--- src/rtl/mw_adder_pkg.sv ---
// Shared definitions for the multi-word adder controller: FSM state
// encodings and the signed-overflow rule used when a result completes.
package mw_adder_pkg;

    typedef enum logic [1:0] {
        IDLE = 2'd0,
        RUN  = 2'd1,
        DONE = 2'd2
    } state_t;

    // Two's-complement overflow: operands agree in sign but the result does not.
    function automatic logic signed_ovf(input logic a_msb, input logic b_msb, input logic s_msb);
        return (a_msb == b_msb) && (s_msb != a_msb);
    endfunction

endpackage

--- src/rtl/adder_v.sv ---
// One slice of the shared adder datapath: DATA_WIDTH-bit add with carry
// in and carry out. The controller reuses this slice once per word.
module adder_v #(
    parameter int DATA_WIDTH = 4
) (
    input  logic [DATA_WIDTH-1:0] a,
    input  logic [DATA_WIDTH-1:0] b,
    input  logic                  ci,
    output logic [DATA_WIDTH-1:0] s,
    output logic                  co
);

    logic [DATA_WIDTH:0] total_s;

    assign total_s = {1'b0, a} + {1'b0, b} + {{DATA_WIDTH{1'b0}}, ci};
    assign {co, s} = total_s;

endmodule

--- src/rtl/mw_adder_ctrl_v.sv ---
// Multi-word adder/subtractor controller. An accepted request is processed
// one DATA_WIDTH slice per cycle through a single shared adder_v, least
// significant slice first, with the carry rippling through a register.
// Subtraction is performed as A + ~B + 1. The result is presented with a
// valid/ready handshake and held until consumed, then kept in IDLE.
module mw_adder_ctrl_v
    import mw_adder_pkg::*;
#(
    parameter int DATA_WIDTH = 4,
    parameter int NUM_WORDS  = 4
) (
    input  logic                              clk,
    input  logic                              rst,
    input  logic                              in_valid,
    output logic                              in_ready,
    input  logic [DATA_WIDTH*NUM_WORDS-1:0]   A,
    input  logic [DATA_WIDTH*NUM_WORDS-1:0]   B,
    input  logic                              Ci,
    input  logic                              sub,
    output logic                              out_valid,
    input  logic                              out_ready,
    output logic [DATA_WIDTH*NUM_WORDS-1:0]   Sum,
    output logic                              Cout,
    output logic                              Ovf
);

    localparam int W     = DATA_WIDTH * NUM_WORDS;
    localparam int IDX_W = (NUM_WORDS > 1) ? $clog2(NUM_WORDS) : 1;
    localparam logic [IDX_W-1:0] LAST_IDX = IDX_W'(NUM_WORDS - 1);
    localparam logic [IDX_W-1:0] IDX_ONE  = IDX_W'(1);

    state_t                  state_r;
    state_t                  state_next_s;
    logic [IDX_W-1:0]        idx_r;
    logic                    carry_r;
    logic [W-1:0]            a_r;
    logic [W-1:0]            b_r;
    logic [W-1:0]            sum_r;
    logic                    cout_r;
    logic                    ovf_r;
    logic                    in_ready_r;
    logic                    out_valid_r;

    logic                    accept_s;
    logic                    last_s;
    logic [DATA_WIDTH-1:0]   slice_a_s;
    logic [DATA_WIDTH-1:0]   slice_b_s;
    logic [DATA_WIDTH-1:0]   slice_sum_s;
    logic                    slice_co_s;

    // Current slice of the registered operands feeding the shared adder.
    assign slice_a_s = a_r[idx_r*DATA_WIDTH +: DATA_WIDTH];
    assign slice_b_s = b_r[idx_r*DATA_WIDTH +: DATA_WIDTH];

    adder_v #(
        .DATA_WIDTH (DATA_WIDTH)
    ) u_adder (
        .a  (slice_a_s),
        .b  (slice_b_s),
        .ci (carry_r),
        .s  (slice_sum_s),
        .co (slice_co_s)
    );

    // Next-state decode and per-cycle control strobes.
    always_comb begin
        state_next_s = state_r;
        accept_s     = 1'b0;
        last_s       = 1'b0;
        case (state_r)
            IDLE: begin
                if (in_valid && in_ready_r) begin
                    accept_s     = 1'b1;
                    state_next_s = RUN;
                end else begin
                    state_next_s = IDLE;
                end
            end
            RUN: begin
                if (idx_r == LAST_IDX) begin
                    last_s       = 1'b1;
                    state_next_s = DONE;
                end else begin
                    state_next_s = RUN;
                end
            end
            DONE: begin
                if (out_valid_r && out_ready) begin
                    state_next_s = IDLE;
                end else begin
                    state_next_s = DONE;
                end
            end
            default: begin
                state_next_s = IDLE;
            end
        endcase
    end

    // State register with handshake flags registered alongside it.
    always_ff @(posedge clk) begin
        if (rst) begin
            state_r     <= IDLE;
            in_ready_r  <= 1'b1;
            out_valid_r <= 1'b0;
        end else begin
            state_r     <= state_next_s;
            in_ready_r  <= (state_next_s == IDLE);
            out_valid_r <= (state_next_s == DONE);
        end
    end

    // Operand capture on accept, slice-serial accumulation in RUN, flags on the last slice.
    always_ff @(posedge clk) begin
        if (rst) begin
            idx_r   <= {IDX_W{1'b0}};
            carry_r <= 1'b0;
            a_r     <= {W{1'b0}};
            b_r     <= {W{1'b0}};
            sum_r   <= {W{1'b0}};
            cout_r  <= 1'b0;
            ovf_r   <= 1'b0;
        end else begin
            case (state_r)
                IDLE: begin
                    if (accept_s) begin
                        a_r     <= A;
                        b_r     <= sub ? ~B : B;
                        carry_r <= sub ? 1'b1 : Ci;
                        idx_r   <= {IDX_W{1'b0}};
                    end
                end
                RUN: begin
                    sum_r[idx_r*DATA_WIDTH +: DATA_WIDTH] <= slice_sum_s;
                    carry_r <= slice_co_s;
                    idx_r   <= idx_r + IDX_ONE;
                    if (last_s) begin
                        cout_r <= slice_co_s;
                        ovf_r  <= signed_ovf(a_r[W-1], b_r[W-1], slice_sum_s[DATA_WIDTH-1]);
                    end
                end
                DONE: begin
                    idx_r <= idx_r;
                end
                default: begin
                    idx_r <= {IDX_W{1'b0}};
                end
            endcase
        end
    end

    assign in_ready  = in_ready_r;
    assign out_valid = out_valid_r;
    assign Sum       = sum_r;
    assign Cout      = cout_r;
    assign Ovf       = ovf_r;

endmodule

--- config.mk ---
export PLATFORM = sky130hd
export DESIGN_NAME = mw_adder_ctrl_v
export DESIGN_NICKNAME = d
export VERILOG_FILES = /design/src/rtl/mw_adder_pkg.sv /design/src/rtl/adder_v.sv /design/src/rtl/mw_adder_ctrl_v.sv
export SDC_FILE = /design/constraint.sdc
export NUM_CORES = 1
export LEC_CHECK = 0
export ABC_CLOCK_PERIOD_IN_PS = 5300
export CORE_ASPECT_RATIO = 1.75
export CORE_UTILIZATION = 51
export DETAILED_ROUTE_END_ITERATION = 8
export GPL_ROUTABILITY_DRIVEN = 0
export PLACE_DENSITY = 0.83
export SETUP_SLACK_MARGIN = 0.2
export SYNTH_ARGS = -nofsm -noshare
export SYNTH_HDL_FRONTEND = slang
export SYNTH_HIERARCHICAL = 1
export SYNTH_SLANG_ARGS = --single-unit
--- constraint.sdc ---
create_clock -name clk -period 5.3 [get_ports clk]
set_clock_uncertainty 0.2 [all_clocks]
set_input_delay 1.06 -clock clk [delete_from_list [all_inputs] [get_ports clk]]
set_output_delay 1.06 -clock clk [all_outputs]
set_load 0.01 [all_outputs]
After elaboration in Yosys (flattened, before gate mapping)
Cells that the tools add are included.
- word-level logic and storage cells: 52
- register bits after elaboration: 57
- bits of input ports: 38
- bitwise gates (word level): 2
- shift-type cells: 4
- eq/ne operators: 7
- mux-type cells: 15
- $add $sub $neg: 4
- reductions and logical operators: 10
- operators with widths (cell ; number):
    negator 4 -> 34 bit ; 1
    variable shift 4 x 34 -> 16 bit, first input constant ; 1
    variable part select 4 x 34 -> 16 bit ; 1
    variable part select 16 x 5 -> 4 bit ; 2
    bitwise mux 16 bit ; 1
    two-way mux 16 bit ; 1
    inverter 16 bit ; 1
    case mux 2 bit (3 select lines) ; 2
    AND reduction 2 bit ; 4
    two-way mux 1 bit ; 7
    == test 2 bit, second input constant ; 3
    two-way mux 2 bit ; 3
    adder 4 x 4 -> 5 bit ; 1
    adder 5 x 1 -> 5 bit ; 1
    zero test 2 bit ; 2
    logical AND 1 bit ; 3
    adder 2 x 1 -> 2 bit, second input constant ; 1
    == test 2 x 1 -> 1 bit, second input constant ; 1
    != test 2 bit, second input constant ; 1
    case mux 1 bit (2 select lines) ; 1
    nonzero test 2 bit ; 1
    == test 1 bit ; 1
    != test 1 bit ; 1
    inverter 1 bit ; 1

Depth between registers and ports, before layout
- word-level depth: 5
- gate-level depth with buffers: 10

Cells and area by module
The synthesis kept the hierarchy.
- by module, submodules not included (module ; area an instance (um2) ; cells each ; times used):
    mw_adder_ctrl_v ; 2581.2 ; 268 ; 1
    adder_v ; 143.9 ; 16 ; 1

Worst setup path before layout
OpenSTA, ideal clock, no wires.
- path type: reg2reg
- start point: register idx_r[0]
- end point: register carry_r
- stages on the path, launching flop included: 10
- required time: 4978 ps
- path slack: 2624 ps
- data arrival time: 2354 ps
- path through: dfxtp_1 > buf_4 > mux4_2 > fa_1 > inv_1 > fa_1 > nor2b_1 > o21ai_0 > nand2b_1 > a311o_1
- cells in the longest elaborated chain, start to end: 4
- elaborated cells between the ends (all ways): 5
- ends and longest elaborated chain (item ; line ; RTL):
    from (decl) ; mw_adder_ctrl_v.sv:34 ; logic [IDX_W-1:0] idx_r;
    from (signal assigned) ; mw_adder_ctrl_v.sv:116 ; idx_r <= {IDX_W{1'b0}};
    from (signal assigned) ; mw_adder_ctrl_v.sv:130 ; idx_r <= {IDX_W{1'b0}};
    from (signal assigned) ; mw_adder_ctrl_v.sv:136 ; idx_r <= idx_r + IDX_ONE;
    variable part select 16 x 5 -> 4 bit ; mw_adder_ctrl_v.sv:52 ; assign slice_a_s = a_r[idx_r*DATA_WIDTH +: DATA_WIDTH];
    net slice_a_s[0] ; mw_adder_ctrl_v.sv:46 ; logic [DATA_WIDTH-1:0] slice_a_s;
    adder 4 x 4 -> 5 bit ; adder_v.sv:15 ; assign total_s = {1'b0, a} + {1'b0, b} + {{DATA_WIDTH{1'b0}}, ci};
    adder 5 x 1 -> 5 bit ; adder_v.sv:15 ;
    net slice_co_s ; mw_adder_ctrl_v.sv:49 ; logic slice_co_s;
    case mux 1 bit (2 select lines) ; mw_adder_ctrl_v.sv:124 ; case (state_r)
    to (signal assigned) ; mw_adder_ctrl_v.sv:129 ; carry_r <= sub ? 1'b1 : Ci;
    to (signal assigned) ; mw_adder_ctrl_v.sv:135 ; carry_r <= slice_co_s;
    to (decl) ; mw_adder_ctrl_v.sv:35 ; logic carry_r;
The timed path passes the listed nets, and every way through them passes these cells.
A chain may end at the register's enable or synchronous reset.

Worst setup path in the final report
- start point: register idx_r[0]
- end point: register sum_r[15], in the netlist Sum[15]
- cells in the longest elaborated chain, start to end: 5
- elaborated cells between the ends (all ways): 8
- ends and longest elaborated chain (item ; line ; RTL):
    variable part select 16 x 5 -> 4 bit ; mw_adder_ctrl_v.sv:52 ;
    net slice_a_s[0] ; mw_adder_ctrl_v.sv:46 ;
    adder 4 x 4 -> 5 bit ; adder_v.sv:15 ;
    adder 5 x 1 -> 5 bit ; adder_v.sv:15 ;
    net slice_sum_s[3] ; mw_adder_ctrl_v.sv:48 ; logic [DATA_WIDTH-1:0] slice_sum_s;
    variable part select 4 x 34 -> 16 bit ; mw_adder_ctrl_v.sv:134 ; sum_r[idx_r*DATA_WIDTH +: DATA_WIDTH] <= slice_sum_s;
    bitwise mux 16 bit ; mw_adder_ctrl_v.sv:134 ;
    to (signal assigned) ; mw_adder_ctrl_v.sv:120 ; sum_r <= {W{1'b0}};
    to (signal, indexed assignment) ; mw_adder_ctrl_v.sv:134 ;
    to (decl) ; mw_adder_ctrl_v.sv:38 ; logic [W-1:0] sum_r;
The timed path passes the listed nets, and every way through them passes these cells.

==> impl_metrics.yaml <==
power_and_ir_drop:
  cellInternalPower_mw: 0.868
  seq_power_share_pct: 41.5
  clkPwrFrac_pct: 42.4
  max-vdd-ir-drop_mv: 0.222
  switchingPower_mw: 0.287
  power_density_nw_per_um2: 332
  netSwitchingFraction_pct: 24.8
  leakagePower_nw: 1.26
  power_frac_comb_pct: 16.1
detailed_routing:
  drtIter0Drc: 78
  viasPerCell: 5.65
  antenna_left: 0
  wirelength_um: 5920
  remaining_drc_errors: 5
  vias: 2221
  avgRoutedWirePerCell_um: 15.1
  dr.pass1.iters: 8
worst_setup_path:
  r2r_slack_ps: 2160
  crit_required_ps: 5360
  r2r-start: "idx_r[0]"
  reg2reg_to: "Sum[15]"
  critical_path_buf_inv_count: 0
  critPathTopFamily: "flip-flops"
  worstSetupStartpointType: "flip-flop"
  slowest_delay_ps: 830
  crit_type: "reg2reg"
  critPathSlowestCell: "dfxtp_1"
  cp_cell_sequence: "mux4_2 > fa_1 > a21o_1 > a21oi_2 > xnor2_1 > nand3_1 > a21oi_1"
  cp_max_fo: 16
  rr_worst_depth: 7
  arrival_ps: 3190
  endpoint_kind: "flip-flop"
min_path:
  hold_depth: 2
  holdCritPathClass: "reg2reg"
  min_to: "Sum[14]"
  worstHoldStart: "Sum[14]"
clock_network:
  cts_resized: 0
  clk_latency_ps: 330
  numCtsBuffers: 9
  postCtsSetupBuffers: 0
  hold_buffers: 0
  path_clk_slew_ps: 60
  clock_path_buffers: 2
  htree_levels: 3
  tritoncts: "done"
  cts-root-buf: "clkbuf_8"
  cts_sinks: 57
die:
  io_pins: 58
  row_count: 34
  start_util_pct: 53.8
  coreArea_sq_um: 5060
  die_width_um: 57.3
  die-height_um: 98.7
  die_area_sq_um: 5650
grt:
  grt_max_degree: 51
  grt_use_total_pct: 23.3
  grt_pass1_vias: 2204
  grt_pass1_wl_um: 9860
  antenna_found_initial: 0
  gr-total-overflow: 0
logic_synthesis:
  ys_warn_count: 6
  synth.net_count: 332
  ys_types: 38
  synth_area_leaders: "dfxtp_1 42%, mux4_2 6.6%, nand2_1 6.1%"
  seq_area_frac_synth_pct: 41.9
  synthCells: 284
  synth_edf_count: 0
  synth_top_area_share_pct: 41.9
  synth_area_leader_cell: "dfxtp_1"
  netlist_area_sq_um: 2730
  async_reset_ff_share_pct: 0
  synth_common_cells: "57 x dfxtp_1, 44 x nand2_1, 31 x a21oi_1, 21 x nor2_1, 18 x xnor2_1"
  yosysMostFrequentCell: "dfxtp_1"
  synth_ff_type: "dfxtp_1"
  ys_ff_latch: 57
  avgSynthCellArea_sq_um: 9.60
place:
  dp_hpwl_um: 4390
  port_buffers: 57
finish:
  nets: 382
  drive_gt1_share_pct: 10.6
  fillers: 409
  antenna_cells: 0
  area_growth_pct: 27.7
timing:
  setup-violations-final: 0
  min_period_over_period_pct: 59.2
  hold-worst-slack_ps: 252
  hold_viol_final: 0
  tns_ps: 0
  max_slew_margin_pct: 37.5
  fmax_ghz: 0.319
  worstMarginPinSlew_ps: 938
  drv_slew: 0
  min_period_ps: 3140
  grt_setup_unrepaired: "false"
flow_run:
  cap_violations: 0
run_status:
  status: "finished with violations"
  violations: "design-rule violations"
power by group through the flow:
| stage | clock network (mW) | registers (mW) | logic, mW |
|---|---|---|---|
| 2_1_floorplan | 0 | 0.478 | 0.135 |
| 3_3_place_gp | 0 | 0.486 | 0.180 |
| 3_5_place_dp | 0 | 0.489 | 0.185 |
| 4_1_cts | 0.498 | 0.479 | 0.186 |
| 5_1_grt | 0.515 | 0.483 | 0.203 |
| 6_report | 0.490 | 0.479 | 0.186 |
flip-flops by register name (all words and copies together), names as in the netlist:
register   flops
idx_r          2
state_r        2
in_ready       1
a_r           16
Cout           1
b_r           16
Sum           16
Ovf            1
out_valid      1
carry_r        1
cells by family after synthesis:
group	count (synthesis)	share of synthesized area, %
AOI/OAI and AO/OA	64	16.5
xor gates and xnor gates	18	5.79
adders and majority gates	10	5.14
buffers and inverters	28	5.97
DFF	57	41.9
muxes	8	6.61
and+or+nand+nor	99	18.1
cells in the final DEF (no fill, tap or decap), types with 9 or more instances in the layout:
master and instances:
dfxtp_1 57, clkdlybuf4s50_1 56, nor2_1 21, a211oi_1 11, nand2_1 44, a21oi_1 31
inv_1 9, xnor2_1 18, clkbuf_8 10
area by class of cell:
class | count | area, sq um | share of cell area, %
Clock buffer | 10 | 138 | 3.96
Clock inverter | 6 | 105 | 3.02
Inverter | 9 | 33.8 | 0.971
Multi-Input combinational cell | 199 | 1420 | 40.8
Sequential cell | 57 | 1140 | 32.8
Tap cell | 54 | 67.6 | 1.94
Timing Repair Buffer | 58 | 573 | 16.5
per-layer routing:
metal / wire length [um] / GRT usage [%] / vias up
met3: 222 / 6.69 / 27
met5: 0 / 0 / -
li1: - / - / 1093
met4: 303 / 16.5 / 0
met1: 2110 / 21.9 / 1038
met2: 3280 / 41.9 / 63
worst register-to-register path: stages, from the launching register on:
cell	delay [ps]
dfxtp_1	830
mux4_2	620
fa_1	450
a21o_1	200
a21oi_2	140
xnor2_1	270
nand3_1	150
a21oi_1	190
through the flow:
step / std cells / power, mW / util, % / instance area, sq um / setup slack [ps]
global route: 393 / 1.20 / 68.7 / 3480 / 1930
global placement: 377 / 0.666 / 63.9 / 3240 / 2130
detailed placement: 377 / 0.673 / 63.9 / 3240 / 2060
CTS: 393 / 1.16 / 68.7 / 3480 / 2140
finish: 393 / 1.16 / 68.7 / 3480 / 2160
floorplan: 284 / 0.613 / - / 2730 / 2620
worst max path at each step:
stage	end	depth (start not counted)	startpoint
3_5_place_dp	carry_r	4	in_valid
3_3_place_gp	carry_r	4	in_valid
4_1_cts	Sum[15]	7	idx_r[0]
2_1_floorplan	carry_r	9	idx_r[0]
6_report	Sum[15]	7	idx_r[0]
5_1_grt	Sum[3]	7	idx_r[0]
Power figures use the tool's default switching activity.
